<file path="src/rtl/sqrt_pkg.sv">
// sqrt_pkg: shared state encoding, default sizes and counter sizing for the square-root unit
package sqrt_pkg;

    typedef enum logic [1:0] {IDLE, CALC, DONE} state_e;

    localparam int DEF_WIDTH = 32;
    localparam int DEF_TAG_W = 5;

    function automatic int cnt_w(input int width);
        return $clog2(width / 2);
    endfunction

endpackage

</file>
<file path="src/rtl/sqrt_step.sv">
// sqrt_step: one combinational restoring square-root iteration (two radicand bits in, one root bit out)
module sqrt_step #(
    parameter int WIDTH = 32
) (
    input  logic [WIDTH/2+1:0] rem_i,
    input  logic [WIDTH/2-1:0] root_i,
    input  logic [1:0]         bits_i,
    output logic [WIDTH/2+1:0] rem_o,
    output logic [WIDTH/2-1:0] root_o
);
    localparam int HW = WIDTH / 2;

    logic [HW+1:0] rem_sh;
    logic [HW+1:0] trial;
    logic          ge;

    assign rem_sh = (rem_i << 2) | {{HW{1'b0}}, bits_i};
    assign trial  = {root_i, 2'b01};
    assign ge     = rem_sh >= trial;
    assign rem_o  = ge ? rem_sh - trial : rem_sh;
    assign root_o = (root_i << 1) | {{(HW-1){1'b0}}, ge};

endmodule

</file>
<file path="src/rtl/int_sqrt_unit.sv">
// int_sqrt_unit: iterative integer square root, one root bit per cycle, valid/ready request and response
module int_sqrt_unit
    import sqrt_pkg::*;
#(
    parameter int WIDTH = DEF_WIDTH,
    parameter int TAG_W = DEF_TAG_W
) (
    input  logic               clk,
    input  logic               rst_n,
    input  logic               flush,
    input  logic               req_valid,
    output logic               req_ready,
    input  logic [WIDTH-1:0]   req_radicand,
    input  logic [TAG_W-1:0]   req_tag,
    output logic               resp_valid,
    input  logic               resp_ready,
    output logic [WIDTH/2-1:0] resp_root,
    output logic [WIDTH/2:0]   resp_rem,
    output logic [TAG_W-1:0]   resp_tag,
    output logic               busy
);
    localparam int HW = WIDTH / 2;
    localparam int CW = cnt_w(WIDTH);

    state_e        state_q, state_d;
    logic [CW-1:0] cnt_q, cnt_d;
    logic [WIDTH-1:0] sh_q, sh_d;
    logic [HW+1:0] rem_q, rem_d, step_rem;
    logic [HW-1:0] root_q, root_d, step_root;
    logic [TAG_W-1:0] tag_q, tag_d;
    logic          accept;

    sqrt_step #(.WIDTH(WIDTH)) u_step (
        .rem_i  (rem_q),
        .root_i (root_q),
        .bits_i (sh_q[WIDTH-1 -: 2]),
        .rem_o  (step_rem),
        .root_o (step_root)
    );

    assign req_ready  = (state_q == IDLE || (state_q == DONE && resp_ready)) && !flush;
    assign accept     = req_valid && req_ready;
    assign resp_valid = state_q == DONE;
    assign busy       = state_q != IDLE;
    assign resp_root  = root_q;
    assign resp_rem   = (HW+1)'(rem_q);
    assign resp_tag   = tag_q;

    // next state: flush beats accept, accept beats iteration and response handshake
    always_comb begin
        state_d = state_q;
        cnt_d   = cnt_q;
        sh_d    = sh_q;
        rem_d   = rem_q;
        root_d  = root_q;
        tag_d   = tag_q;
        if (flush) begin
            state_d = IDLE;
        end else if (accept) begin
            state_d = CALC;
            cnt_d   = '0;
            sh_d    = req_radicand;
            rem_d   = '0;
            root_d  = '0;
            tag_d   = req_tag;
        end else if (state_q == CALC) begin
            rem_d   = step_rem;
            root_d  = step_root;
            sh_d    = sh_q << 2;
            cnt_d   = cnt_q + 1'b1;
            state_d = cnt_q == CW'(HW - 1) ? DONE : CALC;
        end else if (state_q == DONE && resp_ready) begin
            state_d = IDLE;
        end
    end

    // state and datapath registers, cleared asynchronously so outputs are never X
    always_ff @(posedge clk or negedge rst_n) begin
        if (!rst_n) begin
            state_q <= IDLE;
            cnt_q   <= '0;
            sh_q    <= '0;
            rem_q   <= '0;
            root_q  <= '0;
            tag_q   <= '0;
        end else begin
            state_q <= state_d;
            cnt_q   <= cnt_d;
            sh_q    <= sh_d;
            rem_q   <= rem_d;
            root_q  <= root_d;
            tag_q   <= tag_d;
        end
    end

endmodule

</file>
<file path="config.mk">
export PLATFORM = sky130hd
export DESIGN_NAME = int_sqrt_unit
export DESIGN_NICKNAME = d
export VERILOG_FILES = /design/src/rtl/sqrt_pkg.sv /design/src/rtl/sqrt_step.sv /design/src/rtl/int_sqrt_unit.sv
export SDC_FILE = /design/constraint.sdc
export NUM_CORES = 1
export LEC_CHECK = 0
export CORE_AREA = 10 10 103 105
export DETAILED_ROUTE_END_ITERATION = 6
export DIE_AREA = 0 0 113 115
export PLACE_DENSITY = 0.76
export REMOVE_ABC_BUFFERS = 1
export SLEW_MARGIN = 20
export SYNTH_ARGS = -nofsm -noshare
export SYNTH_HDL_FRONTEND = slang
export SYNTH_SLANG_ARGS = --single-unit
</file>
<file path="constraint.sdc">
create_clock -name clk -period 2.87 [get_ports clk]
set_clock_uncertainty 0.15 [all_clocks]
set_input_delay 0.574 -clock clk [delete_from_list [all_inputs] [get_ports clk]]
set_output_delay 0.574 -clock clk [all_outputs]
set_load 0.05 [all_outputs]
</file>
==> impl_results.md, run 1 <==
* Run status: complete, no violations
* Initial antenna violation count at 0
* CP max stage cell: ha_1
* H-tree Lvls at 3
* Worst R2R Path Depth at 9
* Post-synth EDFFs at 0
* CTS tree: done
* Fmax at 366 MHz
* FFs w/ async S/R, synth at 100%
* Crit path time final at 2730 ps
* Pre-CTS WS at 202 ps
* Clock latency on the worst-skew pair at 360 ps
* FF+latch area at 1900 sq um
* Die Y at 115 microns
* Global-route wire length before repair at 19200 microns
* FP Rows at 34
* GRT Overall Usage at 17.7%
* Die extent in x at 113 microns
* Via count at about 4000
* GPL Wtd Cong at 0.939
* Residual DRC at 0
* Largest net degree at the start of global routing at 77
* Worst-path clk slew at 90 ps
* Io pins at 83
* Cell taking the most area after synthesis: dfrtp_1
* Slew Limit Fails at 0
* Final hold slack at 198 ps
* CTS Buf Count at 9
* Maxcap violations at 0
* Reg2reg setup slack at 140 ps
* Area growth, synth to finish at 30.7%
* Syn. warnings at 0
* R2R Path End: rem_q[10]$_DFFE_PN0P_
* Worst R2R Start: resp_root[11]$_DFFE_PN0P_
* RSZ-0062 raised after global routing: no
* WL/cell at 17.0 microns
* CP Cell Sequence: inv_1 > ha_1 > nand2_2 > or3_4 > nor3_4 > o41ai_2 > buf_4 > a2111oi_1 > a311o_1
* Max incr delay on CP at between 400 and 500 ps
* Max clock buf depth at 2
* Port bufs at 82
* Critical Path Start Type: register
* Post-Syn Instances at 474
* Multi-input gate area at roughly 2100 sq um
* PwrDens at 1140 nW/um^2
* List of most frequent post-synthesis cells: nand2_1, dfrtp_1, nand3_1
* Arr. time, crit path at 2880 ps
* P_leak at about 2.5 nW
* Hpwl dp at 8230 microns
* Drt pass-1 iters at 5
* Maximum VDD drop at slightly below 0.0005 V
* Core Footprint at 8550 sq um
* Gr ovfl total at 0
* Post-CTS setup buffer count at 0
* Post-DRT Antenna Nets at 0
* Post-Route WL at 11500 microns
* WP data required at 3020 ps
* Rel. slew slack at 36.6%
* Clock sinks at 76
* Fin crit share at 95.2%
* Synth Area per Inst at roughly 8.9 sq um
* Share of the synthesized area in the top cell type at between 40% and 50%
* Layout cells sized above 1 at 8.98%
* Top_reg_cell synth: dfrtp_1
* Final setup fails at 0
* Largest cells by area after synthesis: dfrtp_1, nand2_1, ha_1
* Post-Syn Area at 4220 sq um
* Starting Density at about half
* Worst Slack Setup Final at 138 ps
* Hold_buf cts at 0
* Critical path class: register to register
* Count leader, synth: nand2_1
* Number of synthesized register bits at 76
* Post-synthesis sequential area ratio at 45.1%
* Via-to-Cell Ratio at 5.78
* Worst-margin pin slew at 951 ps
* Antenna cells at 0
* Crit end category: register
* Die area at 13000 sq um
* Fillers at 722
* Vias in the first global route at 3953
* Initial DRC count at 245
* Net count reported at finish at ~620
* HP Class: input port to asynchronous set/reset pin
* Yosys cell types at 50
* Clock Tree Root: clkbuf_8
* Final Hold Viols at 0
* CP max FO at 9
* # resized after CTS at 0
through the flow:
step                power, W  util (%)  cell area (sq um)  TNS, ps  instances
floorplan            0.00407         -               4120   -78150        448
global placement     0.00516      61.6               5270        0        660
detailed placement   0.00522      61.6               5270        0        660
CTS                  0.00627      64.5               5510        0        676
global route         0.00672      64.5               5510        0        676
finish               0.00629      64.5               5510        0        676
power breakdown:
group	total (W)	switching (W)	internal (W)	leakage (nW)
registers	0.00153	0.000200	0.00133	0.990
clock network	0.00102	0.000433	0.000589	0.123
logic	0.00373	0.00228	0.00145	1.39
placed cells by master, fill, tap and decap left out, types with 3 or more instances in the layout:
master,instances
nand2b_1,4
a311o_1,8
a21oi_1,13
xor2_1,6
xnor2_1,7
o21ai_0,27
clkbuf_8,9
o21a_1,4
nor3_1,4
nand3_1,34
buf_4,22
nor2_1,14
a211oi_1,9
dfrtp_1,76
clkdlybuf4s50_1,80
a22oi_1,30
inv_1,20
nand4_1,12
and3_1,10
nor2b_1,3
nand2_1,98
bufinv_16,3
ha_1,19
o211ai_1,9
a21o_1,6
o21ai_1,4
cell families (layout without fill, tap and decap cells):
group | count (synthesis) | after routing | synth area share, %
buf+inv | 46 | 140 | 4.21
fa+ha+maj | 19 | 19 | 5.64
compound gates | 127 | 127 | 21.2
simple gates | 193 | 193 | 21.1
flops | 76 | 76 | 45.1
xor+xnor | 13 | 13 | 2.70
sequential cells by signal, summed over array words and instances, names as in the netlist:
| register | count |
|---|---|
| rem_q | 17 |
| sh_q | 32 |
| cnt_q | 4 |
| state_q | 2 |
| resp_root | 16 |
| resp_tag | 5 |
per-layer routing:
| layer | GRT usage, % | wire, microns |
|---|---|---|
| met5 | 0 | 0 |
| met4 | 7.95 | 380 |
| met3 | 5.42 | 881 |
| met2 | 29.1 | 5480 |
| met1 | 20.9 | 4770 |
worst max-delay path, delay by kind of cell, from the launching register on:
| kind | cells | cell delay (ps) |
|---|---|---|
| compound gates | 3 | 720 |
| fa+ha+maj | 1 | 440 |
| buf+inv | 2 | 240 |
| flops | 1 | 370 |
| simple gates | 3 | 760 |
worst max path at each step:
stage / start / end / slack [ps] / cells after the start
6_report: resp_root[11]$_DFFE_PN0P_ / rem_q[10]$_DFFE_PN0P_ / 140 / 9
5_1_grt: resp_root[1]$_DFFE_PN0P_ / rem_q[14]$_DFFE_PN0P_ / 5 / 9
4_1_cts: resp_root[11]$_DFFE_PN0P_ / rem_q[10]$_DFFE_PN0P_ / 190 / 9
3_5_place_dp: resp_root[11]$_DFFE_PN0P_ / rem_q[10]$_DFFE_PN0P_ / 200 / 9
3_3_place_gp: flush / rem_q[4]$_DFFE_PN0P_ / 280 / 5
2_1_floorplan: resp_ready / cnt_q[0]$_DFFE_PN0P_ / -1530 / 6
final cells by class:
| cell class | count | area share (%) |
|---|---|---|
| clock buffer | 10 | 2.32 |
| tap | 108 | 2.45 |
| sequential | 76 | 34.5 |
| multi-input combinational | 352 | 39.0 |
| inverter | 20 | 1.36 |
| clock inverter | 6 | 2.16 |
| timing repair buffer | 104 | 18.2 |
(Power assumes the default switching activity.)
==> run 2, diff against run 1 <==
- SLEW_MARGIN: 20 -> 40
==> impl_results.md, run 2 (same netlist as run 1, synthesis figures left out) <==
* Met3 usage at 5.05% (-0.36 points)
* CP bufs+invs at 2 (unchanged)
* Starting Density at 49.3% (unchanged)
* Io pins at 83 (unchanged)
* Die area at 13000 sq um (unchanged)
* Hpwl dp at 8280 microns (+0.63%)
* Area growth, synth to finish at 30.8% (about the same)
* Via-to-Cell Ratio at 5.75 (-0.46%)
* Final setup fails at 0 (unchanged)
* Die Y at 115 microns (unchanged)
* Worst-margin pin slew at 689 ps (-262 ps)
* Vias in the first global route at 4042 (+2.3%)
* Final Hold Viols at 0 (unchanged)
* WL/cell at 17.1 microns (+0.14%)
* Fmax at 371 MHz (+1.3%)
* Clock latency on the worst-skew pair at 360 ps (about the same)
* Layout Cells excl Fill at 676 (unchanged)
* # resized after CTS at 0 (unchanged)
* P_leak at 2.50 nW (about the same)
* Commonest cells after routing, fill and taps aside: nand2_1, clkdlybuf4s50_1, dfrtp_1, nand3_1, a22oi_1
* RSZ-0062 raised after global routing: no
* Placed cells at 660 (unchanged)
* HP Class: input port to asynchronous set/reset pin
* Post-Route WL at 11500 microns (+0.14%)
* Crit end category: register
* Initial antenna violation count at 0 (unchanged)
* Global-route wire length before repair at 19300 microns (+0.47%)
* CTS tree: done
* Critical Path Start Type: register
* Clock Tree Root: clkbuf_8
* Run status: complete, no violations
* Met2 usage at 29.5% (+0.38 points)
* Rel. slew slack at 54.1% (+17 points)
* Largest Register: sh_q
* CP Cell Sequence: inv_1 > ha_1 > nand2_2 > or3_4 > nor3_4 > o41ai_2 > buf_4 > a2111oi_1 > a311o_1
* Max clock buf depth at 2 (unchanged)
* Drt pass-1 iters at 5 (unchanged)
* Max incr delay on CP at 430 ps (about the same)
* Maximum VDD drop at 0.000391 V (-20%)
* CTS Buf Count at 9 (unchanged)
* Fin crit share at 94.0% (-1.2 points)
* Via count at 3887 (-0.46%)
* Clock sinks at 76 (unchanged)
* Die extent in x at 113 microns (unchanged)
* Max reg flops at 32 (unchanged)
* Residual DRC at 0 (unchanged)
* Layout cells sized above 1 at 8.98% (unchanged)
* Slew Limit Fails at 0 (unchanged)
* Critical path class: register to register
* GRT Overall Usage at 17.8% (+0.040 points)
* Maxcap violations at 0 (unchanged)
* GPL Wtd Cong at 0.939 (unchanged)
* Post-CTS setup buffer count at 0 (unchanged)
* WP data required at 3010 ps (about the same)
* Port bufs at 82 (unchanged)
* Net count reported at finish at 624 (unchanged)
* Initial DRC count at 220 (-10%)
* Placed instance area at 5270 sq um (about the same)
* CP max FO at 9 (unchanged)
* Hold_buf cts at 0 (unchanged)
* PwrDens at 1140 nW/um^2 (-0.13%)
* Worst-path clk slew at 80 ps (about the same)
* Largest net degree at the start of global routing at 77 (unchanged)
* Arr. time, crit path at 2840 ps (-40 ps)
* Final Cell Area at 5520 sq um (about the same)
* Post-DRT Antenna Nets at 0 (unchanged)
* H-tree Lvls at 3 (unchanged)
* Commonest non-fill, non-tap cell in the layout: nand2_1
* FP Rows at 34 (unchanged)
* CP max stage cell: ha_1
* Core Footprint at 8550 sq um (unchanged)
* Crit path time final at 2700 ps (-35.8 ps)
* Cell family with most CP delay: simple AND/OR/NAND/NOR gates
* Antenna cells at 0 (unchanged)
* Busiest metal layer after global routing: met2
* Gr ovfl total at 0 (unchanged)
* GR Util met1 at 21.1% (+0.18 points)
==> run 2: cell counts in the layout (fill, tap and decap cells not counted) <==
Identical to the previous run, type by type.
==> run 2: worst reg2reg max path, delay by kind of cell, from the launching register on <==
kind                       cells  cell delay [ps]
and+or+nand+nor                3              760
adders and majority gates      1              430
AOI/OAI and AO/OA              3              690
buffers and inverters          2              240
DFF                            1              370
==> run 2: power by group <==
part	total, W	internal, W	leakage [nW]	switching (W)
logic	0.00372	0.00145	1.39	0.00227
clock network	0.00102	0.000589	0.123	0.000432
registers	0.00154	0.00133	0.990	0.000205
total	0.00628	0.00337	2.50	0.00291
==> run 2: worst paths after layout <==
| path | to | startpoint | slack [ps] | cells past startpoint |
|---|---|---|---|---|
| worst max-delay path | rem_q[10]$_DFFE_PN0P_ | resp_root[11]$_DFFE_PN0P_ | 170 | 9 |
| worst min-delay path | rem_q[12]$_DFFE_PN0P_ | rst_n | 60 | 1 |
| worst max register to register | rem_q[10]$_DFFE_PN0P_ | resp_root[11]$_DFFE_PN0P_ | 170 | 9 |
| worst min register to register | resp_tag[0]$_DFFE_PN0P_ | resp_tag[0]$_DFFE_PN0P_ | 330 | 2 |
| max in group asynchronous | resp_root[12]$_DFFE_PN0P_ | rst_n | 2010 | 1 |
| min in group clk | resp_tag[0]$_DFFE_PN0P_ | resp_tag[0]$_DFFE_PN0P_ | 330 | 2 |
==> run 2: per-stage QoR <==
stage | hold slack, ps | util [%] | setup slack [ps] | TNS (ps) | power [W]
6_report | 62.7 | 64.5 | 173 | 0 | 0.00628
5_1_grt | 129 | 64.5 | 27.7 | 0 | 0.00671
4_1_cts | 110 | 64.5 | 195 | 0 | 0.00627
3_5_place_dp | 315 | 61.6 | 213 | 0 | 0.00523
3_3_place_gp | 308 | 61.6 | 279 | 0 | 0.00516
2_1_floorplan | 128 | - | -1530 | -78150 | 0.00407
==> run 2: cell type report <==
cell class | instances | area, sq um
Multi-Input combinational cell | 352 | 2150
Fill cell | 719 | 3030
Clock inverter | 6 | 119
Clock buffer | 10 | 128
Inverter | 20 | 75.1
Sequential cell | 76 | 1900
Tap cell | 108 | 135
Timing Repair Buffer | 104 | 1010
==> run 2: metal layers <==
layer | vias up | part of all wire (%)
met5 | - | 0
met4 | 0 | 2.5
met3 | 27 | 6.9
met2 | 128 | 48
met1 | 1853 | 42
li1 | 1879 | -
